$ cat src/rtl/serial_alu_pkg.sv
// ============================================================================
//  Module      : serial_alu_pkg
//  Description : Shared types and constants for the bit-serial ALU sequencer:
//                opcode encoding, controller state encoding, default width
//                and a helper classifying the carry-propagating opcodes.
//  Revision    : 1.0 - initial release
// ============================================================================
`default_nettype none

package serial_alu_pkg;

    localparam int SERIAL_ALU_DEFAULT_WIDTH = 64;

    typedef enum logic [2:0] {
        OP_PASS_B  = 3'b000,
        OP_ZERO    = 3'b001,
        OP_ADD     = 3'b010,
        OP_SUB     = 3'b011,
        OP_AND     = 3'b100,
        OP_OR      = 3'b101,
        OP_XOR     = 3'b110,
        OP_ZERO_HI = 3'b111
    } alu_op_t;

    typedef enum logic [1:0] {
        IDLE = 2'd0,
        RUN  = 2'd1,
        DONE = 2'd2
    } ctrl_state_t;

    // Only ADD and SUB propagate a carry between bit slices.
    function automatic logic op_is_arith(alu_op_t op);
        return (op == OP_ADD) || (op == OP_SUB);
    endfunction

endpackage

`default_nettype wire

$ cat src/rtl/serial_bit_op.sv
// ============================================================================
//  Module      : serial_bit_op
//  Description : Combinational one-bit ALU slice used by the serial sequencer.
//  Ports       : op   - operation (alu_op_t)
//                a, b - operand bits
//                cin  - carry in (meaningful for ADD/SUB only)
//                sum  - result bit
//                cout - carry out (0 for non-arithmetic ops)
//  Revision    : 1.0 - initial release
// ============================================================================
`default_nettype none

module serial_bit_op
    import serial_alu_pkg::*;
(
    input  alu_op_t op,
    input  logic    a,
    input  logic    b,
    input  logic    cin,
    output logic    sum,
    output logic    cout
);

    // SUB is a + ~b + 1; the +1 is supplied by the controller's initial carry.
    logic b_eff;
    assign b_eff = (op == OP_SUB) ? ~b : b;

    always_comb begin
        sum  = 1'b0;
        cout = 1'b0;
        case (op)
            OP_PASS_B: sum = b;
            OP_ADD, OP_SUB: begin
                sum  = a ^ b_eff ^ cin;
                cout = (a & b_eff) | (a & cin) | (b_eff & cin);
            end
            OP_AND:  sum = a & b;
            OP_OR:   sum = a | b;
            OP_XOR:  sum = a ^ b;
            default: sum = 1'b0;
        endcase
    end

endmodule

`default_nettype wire

$ cat src/rtl/serial_alu_ctrl.sv
// ============================================================================
//  Module      : serial_alu_ctrl
//  Description : Bit-serial ALU sequencer. Captures one word-wide operation on
//                start, evaluates it LSB first over WIDTH cycles through a
//                single one-bit slice, then pulses done for one cycle.
//  Ports       : clk, reset (async, active-high)
//                start, op[2:0], a/b[WIDTH-1:0] - request and operands
//                busy, done                     - handshake status
//                result[WIDTH-1:0]              - held until next accepted start
//                zero, negative, overflow, carry_out - status flags
//  Build macro : SERIAL_ALU_FLAGS_EN - when defined, status flag logic is
//                built; otherwise all four flags are tied to 0.
//  Revision    : 1.0 - initial release
// ============================================================================
`default_nettype none

module serial_alu_ctrl
    import serial_alu_pkg::*;
#(
    parameter int WIDTH = SERIAL_ALU_DEFAULT_WIDTH
) (
    input  logic             clk,
    input  logic             reset,
    input  logic             start,
    input  logic [2:0]       op,
    input  logic [WIDTH-1:0] a,
    input  logic [WIDTH-1:0] b,
    output logic             busy,
    output logic             done,
    output logic [WIDTH-1:0] result,
    output logic             zero,
    output logic             negative,
    output logic             overflow,
    output logic             carry_out
);

    localparam int CNT_W = $clog2(WIDTH);
    localparam logic [CNT_W-1:0] LAST_IDX = CNT_W'(WIDTH - 1);

    ctrl_state_t      state_q,  state_d;
    logic [WIDTH-1:0] a_q,      a_d;
    logic [WIDTH-1:0] b_q,      b_d;
    logic [WIDTH-1:0] result_q, result_d;
    alu_op_t          op_q,     op_d;
    logic [CNT_W-1:0] cnt_q,    cnt_d;
    logic             carry_q,  carry_d;

    logic start_acc;
    logic last_bit;
    logic bit_res;
    logic bit_cout;

    serial_bit_op u_bit_op (
        .op   (op_q),
        .a    (a_q[0]),
        .b    (b_q[0]),
        .cin  (carry_q),
        .sum  (bit_res),
        .cout (bit_cout)
    );

    assign last_bit = (state_q == RUN) && (cnt_q == LAST_IDX);

    always_comb begin
        state_d   = state_q;
        a_d       = a_q;
        b_d       = b_q;
        op_d      = op_q;
        cnt_d     = cnt_q;
        carry_d   = carry_q;
        result_d  = result_q;
        start_acc = 1'b0;
        case (state_q)
            IDLE: begin
                if (start) begin
                    state_d   = RUN;
                    start_acc = 1'b1;
                end
            end
            RUN: begin
                // New bit enters at the MSB; after WIDTH shifts bit 0 of the
                // operands has landed in result[0].
                result_d = {bit_res, result_q[WIDTH-1:1]};
                a_d      = a_q >> 1;
                b_d      = b_q >> 1;
                if (op_is_arith(op_q)) begin
                    carry_d = bit_cout;
                end
                if (last_bit) begin
                    state_d = DONE;
                    cnt_d   = '0;
                end else begin
                    cnt_d = cnt_q + 1'b1;
                end
            end
            DONE: begin
                if (start) begin
                    state_d   = RUN;
                    start_acc = 1'b1;
                end else begin
                    state_d = IDLE;
                end
            end
            default: state_d = IDLE;
        endcase

        if (start_acc) begin
            a_d     = a;
            b_d     = b;
            op_d    = alu_op_t'(op);
            cnt_d   = '0;
            // Initial carry of 1 provides the +1 of two's-complement subtract.
            carry_d = (alu_op_t'(op) == OP_SUB);
        end
    end

    always_ff @(posedge clk or posedge reset) begin
        if (reset) begin
            state_q  <= IDLE;
            a_q      <= '0;
            b_q      <= '0;
            op_q     <= OP_PASS_B;
            cnt_q    <= '0;
            carry_q  <= 1'b0;
            result_q <= '0;
        end else begin
            state_q  <= state_d;
            a_q      <= a_d;
            b_q      <= b_d;
            op_q     <= op_d;
            cnt_q    <= cnt_d;
            carry_q  <= carry_d;
            result_q <= result_d;
        end
    end

    assign busy   = (state_q == RUN);
    assign done   = (state_q == DONE);
    assign result = result_q;

`ifdef SERIAL_ALU_FLAGS_EN
    logic zacc_q;
    logic zero_q;
    logic neg_q;
    logic ovf_q;
    logic cout_q;

    // zacc_q ORs together every result bit produced so far, so zero can be
    // decided on the final bit without a WIDTH-wide compare.
    // carry_q during the final bit is the carry into the MSB.
    always_ff @(posedge clk or posedge reset) begin
        if (reset) begin
            zacc_q <= 1'b0;
            zero_q <= 1'b0;
            neg_q  <= 1'b0;
            ovf_q  <= 1'b0;
            cout_q <= 1'b0;
        end else begin
            if (start_acc) begin
                zacc_q <= 1'b0;
            end else if (state_q == RUN) begin
                zacc_q <= zacc_q | bit_res;
            end
            if (last_bit) begin
                zero_q <= ~(zacc_q | bit_res);
                neg_q  <= bit_res;
                cout_q <= op_is_arith(op_q) & bit_cout;
                ovf_q  <= op_is_arith(op_q) & (carry_q ^ bit_cout);
            end
        end
    end

    assign zero      = zero_q;
    assign negative  = neg_q;
    assign overflow  = ovf_q;
    assign carry_out = cout_q;
`else
    assign zero      = 1'b0;
    assign negative  = 1'b0;
    assign overflow  = 1'b0;
    assign carry_out = 1'b0;
`endif

endmodule

`default_nettype wire

$ cat config.mk
export PLATFORM = sky130hd
export DESIGN_NAME = serial_alu_ctrl
export DESIGN_NICKNAME = d
export VERILOG_FILES = /design/src/rtl/serial_alu_pkg.sv /design/src/rtl/serial_bit_op.sv /design/src/rtl/serial_alu_ctrl.sv
export SDC_FILE = /design/constraint.sdc
export NUM_CORES = 1
export LEC_CHECK = 0
export BUFFER_PORTS_ARGS = -buffer_cell sky130_fd_sc_hd__buf_2
export CORE_ASPECT_RATIO = 0.9
export CORE_MARGIN = 2
export CORE_UTILIZATION = 45
export DETAILED_ROUTE_END_ITERATION = 8
export GPL_ROUTABILITY_DRIVEN = 0
export PLACE_DENSITY = 0.69
export SYNTH_ARGS = -nofsm -noshare
export SYNTH_HDL_FRONTEND = slang
export SYNTH_SLANG_ARGS = --single-unit
$ cat constraint.sdc
create_clock -name clk -period 9.55 [get_ports clk]
set_clock_uncertainty 0.05 [all_clocks]
set_input_delay 1.91 -clock clk [delete_from_list [all_inputs] [get_ports clk]]
set_output_delay 1.91 -clock clk [all_outputs]
set_load 0.03 [all_outputs]
==> results of run 1 <==
-- power groups by stage --
stage | clock network [mW] | logic (mW) | registers [mW]
2_1_floorplan | 0 | 0.507 | 1.57
3_3_place_gp | 0 | 0.850 | 1.45
3_5_place_dp | 0 | 0.879 | 1.45
4_1_cts | 0.845 | 0.878 | 1.44
5_1_grt | 0.878 | 0.978 | 1.49
6_report | 0.820 | 0.868 | 1.44
-- flip-flops by register name, summed over array words and instances, names as in the netlist --
register  cells
cnt_q         6
result       64
carry_q       1
a_q          64
op_q          3
state_q       2
b_q          64
-- layout make-up --
type | instances | area [sq um]
flip-flops and latches | 204 | 5100
inverters | 5 | 28.8
clock buffers | 36 | 664
well taps | 245 | 307
fillers | 1669 | 8160
multi-input cells | 632 | 2950
clock inverters | 2 | 35.0
repair buffers | 206 | 1050
-- metrics by stage --
stage	hold slack, ns	setup slack [ns]	cell area (sq um)	total power, mW
2_1_floorplan	0.396	2.02	8390	2.07
3_3_place_gp	0.405	5.69	9430	2.30
3_5_place_dp	0.411	5.67	9430	2.33
4_1_cts	0.424	5.57	10100	3.16
5_1_grt	0.441	5.48	10100	3.35
6_report	0.419	5.61	10100	3.13
-- path summary, 6_finish.rpt --
path	cells past startpoint	slack [ns]	to	start
max in group asynchronous	3	6.35	b_q[50]$_DFFE_PP0P_	reset
min in group asynchronous	2	1.57	a_q[6]$_DFFE_PP0P_	reset
hold reg to reg	2	0.42	result[0]$_DFFE_PP0P_	result[0]$_DFFE_PP0P_
setup / recovery	3	5.61	busy	state_q[0]$_DFFE_PP0P_
hold / removal	2	0.42	result[0]$_DFFE_PP0P_	result[0]$_DFFE_PP0P_
setup reg to reg	5	6.84	b_q[0]$_DFFE_PP0P_	state_q[0]$_DFFE_PP0P_
-- routing by layer --
layer,vias up,part of all wire [%]
met5,-,0.069
met4,2,1.4
met3,28,6.6
met2,175,43
met1,3162,49
li1,3310,-
-- synth_stat cells, drive strengths merged --
cell	number
nand2	332
dfrtp	204
nor2	127
a22oi	64
o22ai	61
buf	48
clkbuf	15
o21ai	10
inv	5
a21oi	4
nor2b	4
ha	3
a21o	2
a22o	2
nand2b	2
nand3	2
nand4	2
a211o	1
a311o	1
a31o	1
a31oi	1
and3	1
and4	1
conb	1
fa	1
mux2	1
nor3	1
nor3b	1
o31ai	1
xnor2	1
xor2	1
-- critical path, stage by stage (launching register included) --
cell,delay (ns)
dfrtp_1,0.47
nand2b_4,0.31
inv_4,0.41
buf_2,0.28
-- kinds of logic (layout without fill, tap and decap cells) --
group	Yosys count	after routing
XOR/XNOR	2	2
flip-flops	204	204
other	1	4
adder cells (fa/ha/maj)	4	4
multiplexers	1	1
AND/OR/NAND/NOR	473	473
buffers and inverters	68	249
AO/OA/AOI/OAI	148	148
==> impl_metrics.py, run 1 <==
metrics = {
    "sta": {
        "fin_crit_sh_pct": 41.2,
        "finalHoldViolCount": 0,
        "rsz0062_at_grt": "no",
        "fmax_mhz": 254,
        "setup_viol": 0,
        "slew_headroom_pct": 27.1,
        "drv_slew": 0,
        "worstMarginPinSlew_ns": 1.09,
        "setup_tns_ns": 0,
        "fin_crit_ns": 3.94,
    },
    "detailed_routing": {
        "finalWirelength_um": 19000,
        "routed_via_density": 5.02,
        "antenna_left": 0,
        "drt_pass1_iterations": 4,
        "drt-initial-drc-count": 386,
        "avgRoutedWirePerCell_um": 14.3,
        "drc": 0,
        "vias": 6677,
    },
    "global_route": {
        "use_met3_pct": 4.32,
        "antenna_found_initial": 1,
        "grt_max_degree": 125,
        "globalRouteMet1Util_pct": 28.6,
        "busiest_layer": "met1",
        "grt_pass1_wl_um": 31100,
        "gr-total-overflow": 0,
        "grt_pass1_vias": 6284,
        "gr-usage-all-layers_pct": 19.0,
        "grt_util_met2_pct": 28.6,
    },
    "clocking": {
        "postCtsHoldBufs": 0,
        "cts_inserted_buffers": 22,
        "clk_latency_ns": 0.49,
        "cts_tree": "done",
        "cts_root_buf": "clkbuf_16",
        "cts-resized-gates": 0,
        "clk_pin_slew_ns": 0.06,
        "cts_max_level": 1,
        "cts_buffer_depth": 3,
        "clock_sinks": 204,
        "cts_setup_buffers": 0,
    },
    "pwr": {
        "power.density_mw_per_mm2": 309,
        "combPwrFrac_pct": 27.7,
        "power_frac_seq_pct": 46.1,
        "power_switching_mw": 1.07,
        "peakVddDrop_mv": 0.141,
        "clkPwrFrac_pct": 26.2,
        "p_int_mw": 2.06,
        "switching_share_pct": 34.2,
        "p_leak_nw": 5.29,
    },
    "die": {
        "die_h_um": 133,
        "initial_core_util_pct": 45.8,
        "die_area_sq_mm": 0.0197,
        "io_pins": 204,
        "die_w_um": 148,
        "core-area_sq_mm": 0.0183,
        "fp-row-count": 47,
    },
    "yosys": {
        "yosys.area.top_type": "dfrtp_1",
        "synth_simple_gate_area_share_pct": 21.7,
        "synth_compound_area_share_pct": 12.0,
        "yosys_warnings": 0,
        "ys_seq_elements": 204,
        "synth_area_sq_mm": 0.00838,
        "yosysUniqueCellTypes": 37,
        "synthCells": 901,
        "muxShareOfSynthArea_pct": 0.134,
        "synth_xor_area_share_pct": 0.209,
        "synth.top_cell.area_share_pct": 61.0,
        "syn_area_per_cell_sq_um": 9.30,
        "ys_seq_area_share_pct": 61.0,
        "synthAdderAreaFrac_pct": 0.687,
        "synth.top_cells.by_area": "dfrtp_1 61%, nand2_1 15%, a22oi_1 5.7%",
        "synth_top_family_by_area": "simple AND/OR/NAND/NOR gates",
    },
    "critical_path": {
        "critPathMaxFanout": 37,
        "cp_data_arrival_time_ns": 1.98,
        "startpoint_type": "flop",
        "cp.required_ns": 7.59,
        "critPathCaptureType": "output port",
        "critical_path_class": "reg2out",
    },
    "hold_path": {
        "hp-class": "reg2reg",
    },
    "layout": {
        "layoutNonFillerInstCount": 1330,
        "final_common_cell": "nand2_1",
        "antenna_cells": 0,
        "drive_gt1_share_pct": 22.5,
        "layout_common_cells": "331 x nand2_1, 204 x dfrtp_1, 199 x buf_2",
        "post-route-util_pct": 55.4,
        "area_growth_pct": 21.0,
        "nNetsFinal": 1209,
    },
    "run": {
        "maxCapViolCount": 0,
    },
    "placed_design": {
        "dpl.cell_count": 1292,
        "io_buffers": 199,
        "hpwlAfterDp_um": 11800,
    },
    "run_status": {
        "status": "completed",
    },
}
Note: power is estimated with default switching activity, not from simulation.
==> run 2, diff against run 1 <==
Settings changed: ABC_AREA from default to 1, PLACE_DENSITY 0.69 to 0.72.
Clock period 9.55 ns to 3.6 ns, I/O delays scaled along.
==> impl_metrics.py, run 2 <==
metrics = {
    "yosys": {
        "ys_seq_elements": 204,
        "yosys.area.top_type": "dfrtp_1",
        "yosysUniqueCellTypes": 27,
        "synth_edf_count": 0,
        "synth_area_sq_mm": 0.00855,
        "async_flop_share_pct": 100,
        "synth.most_common_cell": "nand2_1",
        "syn_area_per_cell_sq_um": 8.94,
        "synthTopCellsByCount": "345 x nand2_1, 204 x dfrtp_1, 131 x nor2_1",
        "synth_ff_type": "dfrtp_1",
        "yosys_warnings": 0,
        "synth.top_cells.by_area": "dfrtp_1 60%, nand2_1 15%, nor2_1 5.8%",
        "ys_seq_area_share_pct": 59.7,
        "synthCells": 956,
        "synth.top_cell.area_share_pct": 59.7,
    },
    "critical_path": {
        "cp-startpoint": "state_q[0]$_DFFE_PP0P_",
        "startpoint_type": "flop",
        "critPathMaxFanout": 80,
        "critical_path_class": "reg2out",
        "cp.required_ns": 2.83,
        "critPathCaptureType": "output port",
        "cp_data_arrival_time_ns": 1.77,
        "r2r-start": "state_q[0]$_DFFE_PP0P_",
    },
    "layout": {
        "fin_area_sq_mm": 0.0104,
        "ff_latch_area_sq_mm": 0.00510,
        "layout_common_cells": "345 x nand2_1, 204 x dfrtp_1, 199 x buf_2",
        "multi_input_area_sq_mm": 0.00297,
        "area_growth_pct": 21.3,
        "nNetsFinal": 1270,
        "layoutNonFillerInstCount": 1390,
        "drive_gt1_share_pct": 22.0,
        "final_common_cell": "nand2_1",
        "nFillCells": 1668,
    },
    "sta": {
        "holdWs_ns": 0.345,
        "worstMarginPinSlew_ns": 0.906,
        "rsz0062_at_grt": "no",
        "setup_tns_ns": 0,
        "finalHoldViolCount": 0,
        "drv_slew": 0,
        "slew_headroom_pct": 39.6,
        "fmax_mhz": 394,
        "fin_crit_sh_pct": 70.6,
        "fin_crit_ns": 2.54,
        "setup_viol": 0,
    },
    "detailed_routing": {
        "drt_pass1_iterations": 5,
        "routed_via_density": 5.02,
        "finalWirelength_um": 20000,
        "antenna_left": 0,
        "avgRoutedWirePerCell_um": 14.4,
        "drt-initial-drc-count": 398,
        "drc": 0,
        "vias": 6971,
    },
    "clocking": {
        "clk_pin_slew_ns": 0.06,
        "clk_latency_ns": 0.48,
        "clock_sinks": 204,
        "cts_inserted_buffers": 21,
        "cts_setup_buffers": 0,
        "cts-resized-gates": 0,
        "cts_tree": "done",
        "cts_buffer_depth": 3,
        "cts_max_level": 1,
        "postCtsHoldBufs": 0,
        "cts_root_buf": "clkbuf_16",
    },
    "die": {
        "core-area_sq_mm": 0.0185,
        "fp-row-count": 47,
        "die_w_um": 149,
        "die_area_sq_mm": 0.0201,
        "die_h_um": 135,
        "io_pins": 204,
        "initial_core_util_pct": 46.1,
    },
    "pwr": {
        "peakVddDrop_mv": 0.483,
        "p_total_mw": 9.16,
        "power.density_mw_per_mm2": 884,
        "p_leak_nw": 5.23,
    },
    "run_status": {
        "status": "completed",
    },
    "global_route": {
        "grt_pass1_wl_um": 32800,
        "grt_pass1_vias": 6599,
        "gr-total-overflow": 0,
        "gr-usage-all-layers_pct": 19.8,
        "antenna_found_initial": 1,
        "grt_max_degree": 121,
    },
    "run": {
        "maxCapViolCount": 0,
    },
    "placed_design": {
        "io_buffers": 199,
        "hpwlAfterDp_um": 12300,
        "place_area_sq_mm": 0.00968,
        "dpl.cell_count": 1354,
    },
    "hold_path": {
        "hp-class": "in2async",
    },
}
==> run 2: cell types whose count changed in the layout (fill, tap and decap cells not counted), sizes merged, moves of 6 or more <==
cell    before  now
nor2       127  133
clkbuf      36   29
nand2      332  348
o211ai       0   65
inv          5   49
a22oi       64    0
==> run 2: worst paths after layout <==
check	endpoint	slack (ns)	cells past startpoint
setup / recovery	busy	1.06	3
hold / removal	b_q[11]$_DFFE_PP0P_	0.35	3
setup reg to reg	b_q[41]$_DFFE_PP0P_	1.41	5
hold reg to reg	result[0]$_DFFE_PP0P_	0.44	2
max in group asynchronous	a_q[11]$_DFFE_PP0P_	2.59	3
min in group clk	b_q[63]$_DFFE_PP0P_	0.41	2
==> run 2: power by group <==
group	internal, mW	switching, mW
Sequential	3.29	0.573
Combinational	1.11	2.02
Clock	1.31	0.861
==> run 2: area by class of cell <==
type / instances / share of cell area, %
sequential: 204 / 49.2
clock inverter: 5 / 0.724
timing repair buffer: 209 / 10.7
inverter: 50 / 1.85
clock buffer: 29 / 5.84
multi-input combinational: 646 / 28.6
tap: 245 / 2.96
antenna: 2 / 0.0483
==> run 2: cells by family (layout without fill, tap and decap cells) <==
| group | Yosys count | in the layout | share of synthesized area, % |
|---|---|---|---|
| AND/OR/NAND/NOR | 493 | 493 | 22.1 |
| flip-flops | 204 | 204 | 59.7 |
| AO/OA/AOI/OAI | 144 | 144 | 11.4 |
| buffers and inverters | 109 | 293 | 5.94 |
| adder cells (fa/ha/maj) | 4 | 4 | 0.673 |
| other | 1 | 6 | 0.0439 |
| XOR/XNOR | 1 | 1 | 0.102 |
==> run 2: layer usage <==
metal | vias up | wire length [um] | global-route usage, % | share of wire (%)
met5 | - | 13 | 0 | 0.065
met4 | 2 | 359 | 3.97 | 1.8
met3 | 29 | 1790 | 5.84 | 8.9
met2 | 226 | 8810 | 29.7 | 44
met1 | 3281 | 9080 | 28.8 | 45
li1 | 3433 | - | - | -
==> run 2: critical path, cell delays in order, from the launching register on <==
cell and delay, ns:
dfrtp_1 0.53, nand2_8 0.33, inv_2 0.21, buf_2 0.22
==> run 2: metrics by stage <==
stage	setup slack, ns	util [%]
4_1_cts	1.00	55.9
5_1_grt	0.935	55.9
2_1_floorplan	0.186	-
6_report	1.06	56.0
3_3_place_gp	1.43	52.3
3_5_place_dp	1.39	52.3
==> run 3, diff against run 2 <==
Settings changed: ABC_AREA 1 to 0.
Clock period 3.6 ns to 2.09 ns, I/O delays scaled along.
==> impl_metrics.py, run 3 (synthesized netlist as in run 1, its figures left out) <==
metrics = {
    "run_status": {
        "status": "completed",
    },
    "sta": {
        "layout_setup_ws_ns": 0.128,
        "drv_slew": 0,
        "fin_crit_sh_pct": 93.9,
        "slew_headroom_pct": 56.2,
        "fin_crit_ns": 1.96,
        "worstMarginPinSlew_ns": 0.658,
        "rsz0062_at_grt": "no",
        "setup_viol": 0,
        "fmax_mhz": 510,
        "finalHoldViolCount": 0,
    },
    "layout": {
        "ff_latch_area_sq_mm": 0.00510,
        "drive_gt1_share_pct": 23.8,
        "nFillCells": 1644,
        "final_common_cell": "nand2_1",
        "area_growth_pct": 23.4,
        "post-route-util_pct": 56.5,
        "layout_common_cells": "331 x nand2_1, 204 x dfrtp_1, 199 x buf_2",
        "nNetsFinal": 1221,
        "multi_input_area_sq_mm": 0.00295,
    },
    "pwr": {
        "power_switching_mw": 4.95,
        "peakVddDrop_mv": 0.681,
        "switching_share_pct": 34.3,
        "p_leak_nw": 5.39,
        "power_frac_seq_pct": 45.7,
        "combPwrFrac_pct": 28.0,
        "power.density_mw_per_mm2": 1390,
        "p_int_mw": 9.47,
        "p_total_mw": 14.4,
        "clkPwrFrac_pct": 26.3,
    },
    "clocking": {
        "clock_sinks": 204,
        "cts_tree": "done",
        "cts_buffer_depth": 3,
        "clk_latency_ns": 0.49,
        "cts_root_buf": "clkbuf_16",
        "cts_max_level": 1,
        "cts_setup_buffers": 0,
        "cts_inserted_buffers": 22,
        "clk_pin_slew_ns": 0.06,
    },
    "critical_path": {
        "critical_path_class": "reg2out",
        "cp_data_arrival_time_ns": 1.49,
        "startpoint_type": "flop",
        "cp.required_ns": 1.62,
        "critPathMaxFanout": 24,
        "critPathCaptureType": "output port",
    },
    "placed_design": {
        "hpwlAfterDp_um": 12300,
        "dp_slack_ns": 0.144,
        "io_buffers": 199,
    },
    "die": {
        "die_area_sq_mm": 0.0197,
        "io_pins": 204,
        "die_w_um": 148,
        "fp-row-count": 47,
        "core-area_sq_mm": 0.0183,
        "initial_core_util_pct": 45.8,
        "die_h_um": 133,
    },
    "global_route": {
        "gr-total-overflow": 0,
        "grt_max_degree": 131,
        "gr-usage-all-layers_pct": 19.1,
        "grt_pass1_vias": 6413,
        "grt_pass1_wl_um": 31500,
        "antenna_found_initial": 2,
    },
    "detailed_routing": {
        "vias": 6744,
        "finalWirelength_um": 18900,
        "drt_pass1_iterations": 5,
        "drt-initial-drc-count": 337,
        "drc": 0,
        "antenna_left": 0,
        "routed_via_density": 5.02,
        "avgRoutedWirePerCell_um": 14.1,
    },
    "hold_path": {
        "hp-class": "in2reg",
    },
    "run": {
        "maxCapViolCount": 0,
    },
}
[run 3: cell types whose count changed in the layout (fill, tap and decap cells not counted), moves of 3 or more]
cell / before / now
a22oi_1: 0 / 64
o211ai_1: 63 / 0
inv_1: 46 / 3
nand2_1: 345 / 331
o21ai_0: 13 / 7
buf_12: 3 / 8
nor2_1: 131 / 126
nand3_1: 6 / 2
buf_4: 7 / 10
clkinv_2: 3 / 6
inv_2: 3 / 0
o21ai_1: 0 / 3
[run 3: critical path, stage by stage (launching register included)]
cell and delay, ns:
dfrtp_1 0.46, nand2b_4 0.12, inv_6 0.18, buf_2 0.24
[run 3: area by class of cell]
cell class / instances / area share (%)
Tap cell: 245 / 2.97
Multi-Input combinational cell: 632 / 28.5
Clock inverter: 7 / 0.581
Timing Repair Buffer: 218 / 12.0
Antenna cell: 1 / 0.0242
Inverter: 5 / 0.266
Sequential cell: 204 / 49.4
Clock buffer: 31 / 6.25
[run 3: through the flow]
stage          hold WS (ns)  instance area [sq um]  TNS [ns]  cells
5_1_grt              0.0587                  10300         0   1343
4_1_cts              0.0453                  10300         0   1342
6_report             0.0618                  10300         0   1343
3_3_place_gp          0.404                   9610         0   1303
3_5_place_dp          0.413                   9610         0   1303
2_1_floorplan         0.396                   8390   -208.55    904
[run 3: path summary, 6_finish.rpt]
| kind | from | slack, ns | cells after the start | to |
|---|---|---|---|---|
| setup / recovery | state_q[0]$_DFFE_PP0P_ | 0.13 | 3 | busy |
| hold / removal | op[2] | 0.06 | 2 | carry_q$_DFFE_PP0P_ |
| setup reg to reg | op_q[2]$_DFFE_PP0P_ | 0.18 | 8 | result[63]$_DFFE_PP0P_ |
| hold reg to reg | b_q[38]$_DFFE_PP0P_ | 0.42 | 2 | b_q[38]$_DFFE_PP0P_ |
| max in group asynchronous | reset | 0.91 | 4 | b_q[28]$_DFFE_PP0P_ |
| min in group asynchronous | reset | 0.46 | 3 | a_q[4]$_DFFE_PP0P_ |
[run 3: per-layer routing]
layer | vias to the layer above | track usage, % | routed length [um] | part of all wire [%]
met5 | - | 0 | 13 | 0.069
met4 | 2 | 3.85 | 316 | 1.7
met3 | 27 | 5.65 | 1520 | 8.0
met2 | 189 | 28.2 | 8120 | 43
met1 | 3184 | 28.4 | 8950 | 47
li1 | 3342 | - | - | -
[run 3: power by group through the flow]
stage	clock [mW]	combinational, mW	sequential, mW
finish	3.78	4.04	6.59
global placement	0	3.95	6.59
floorplan	0	2.32	7.16
detailed placement	0	4.09	6.63
CTS	3.88	4.09	6.59
global route	4.06	4.57	6.82
[run 3: repair_timing]
action / in CTS / in global routing
endpoints found under the setup margin: 0 / 2
endpoints found under the hold margin: 12 / 0
resized for setup: 0 / 2
hold buffers: 1 / 0
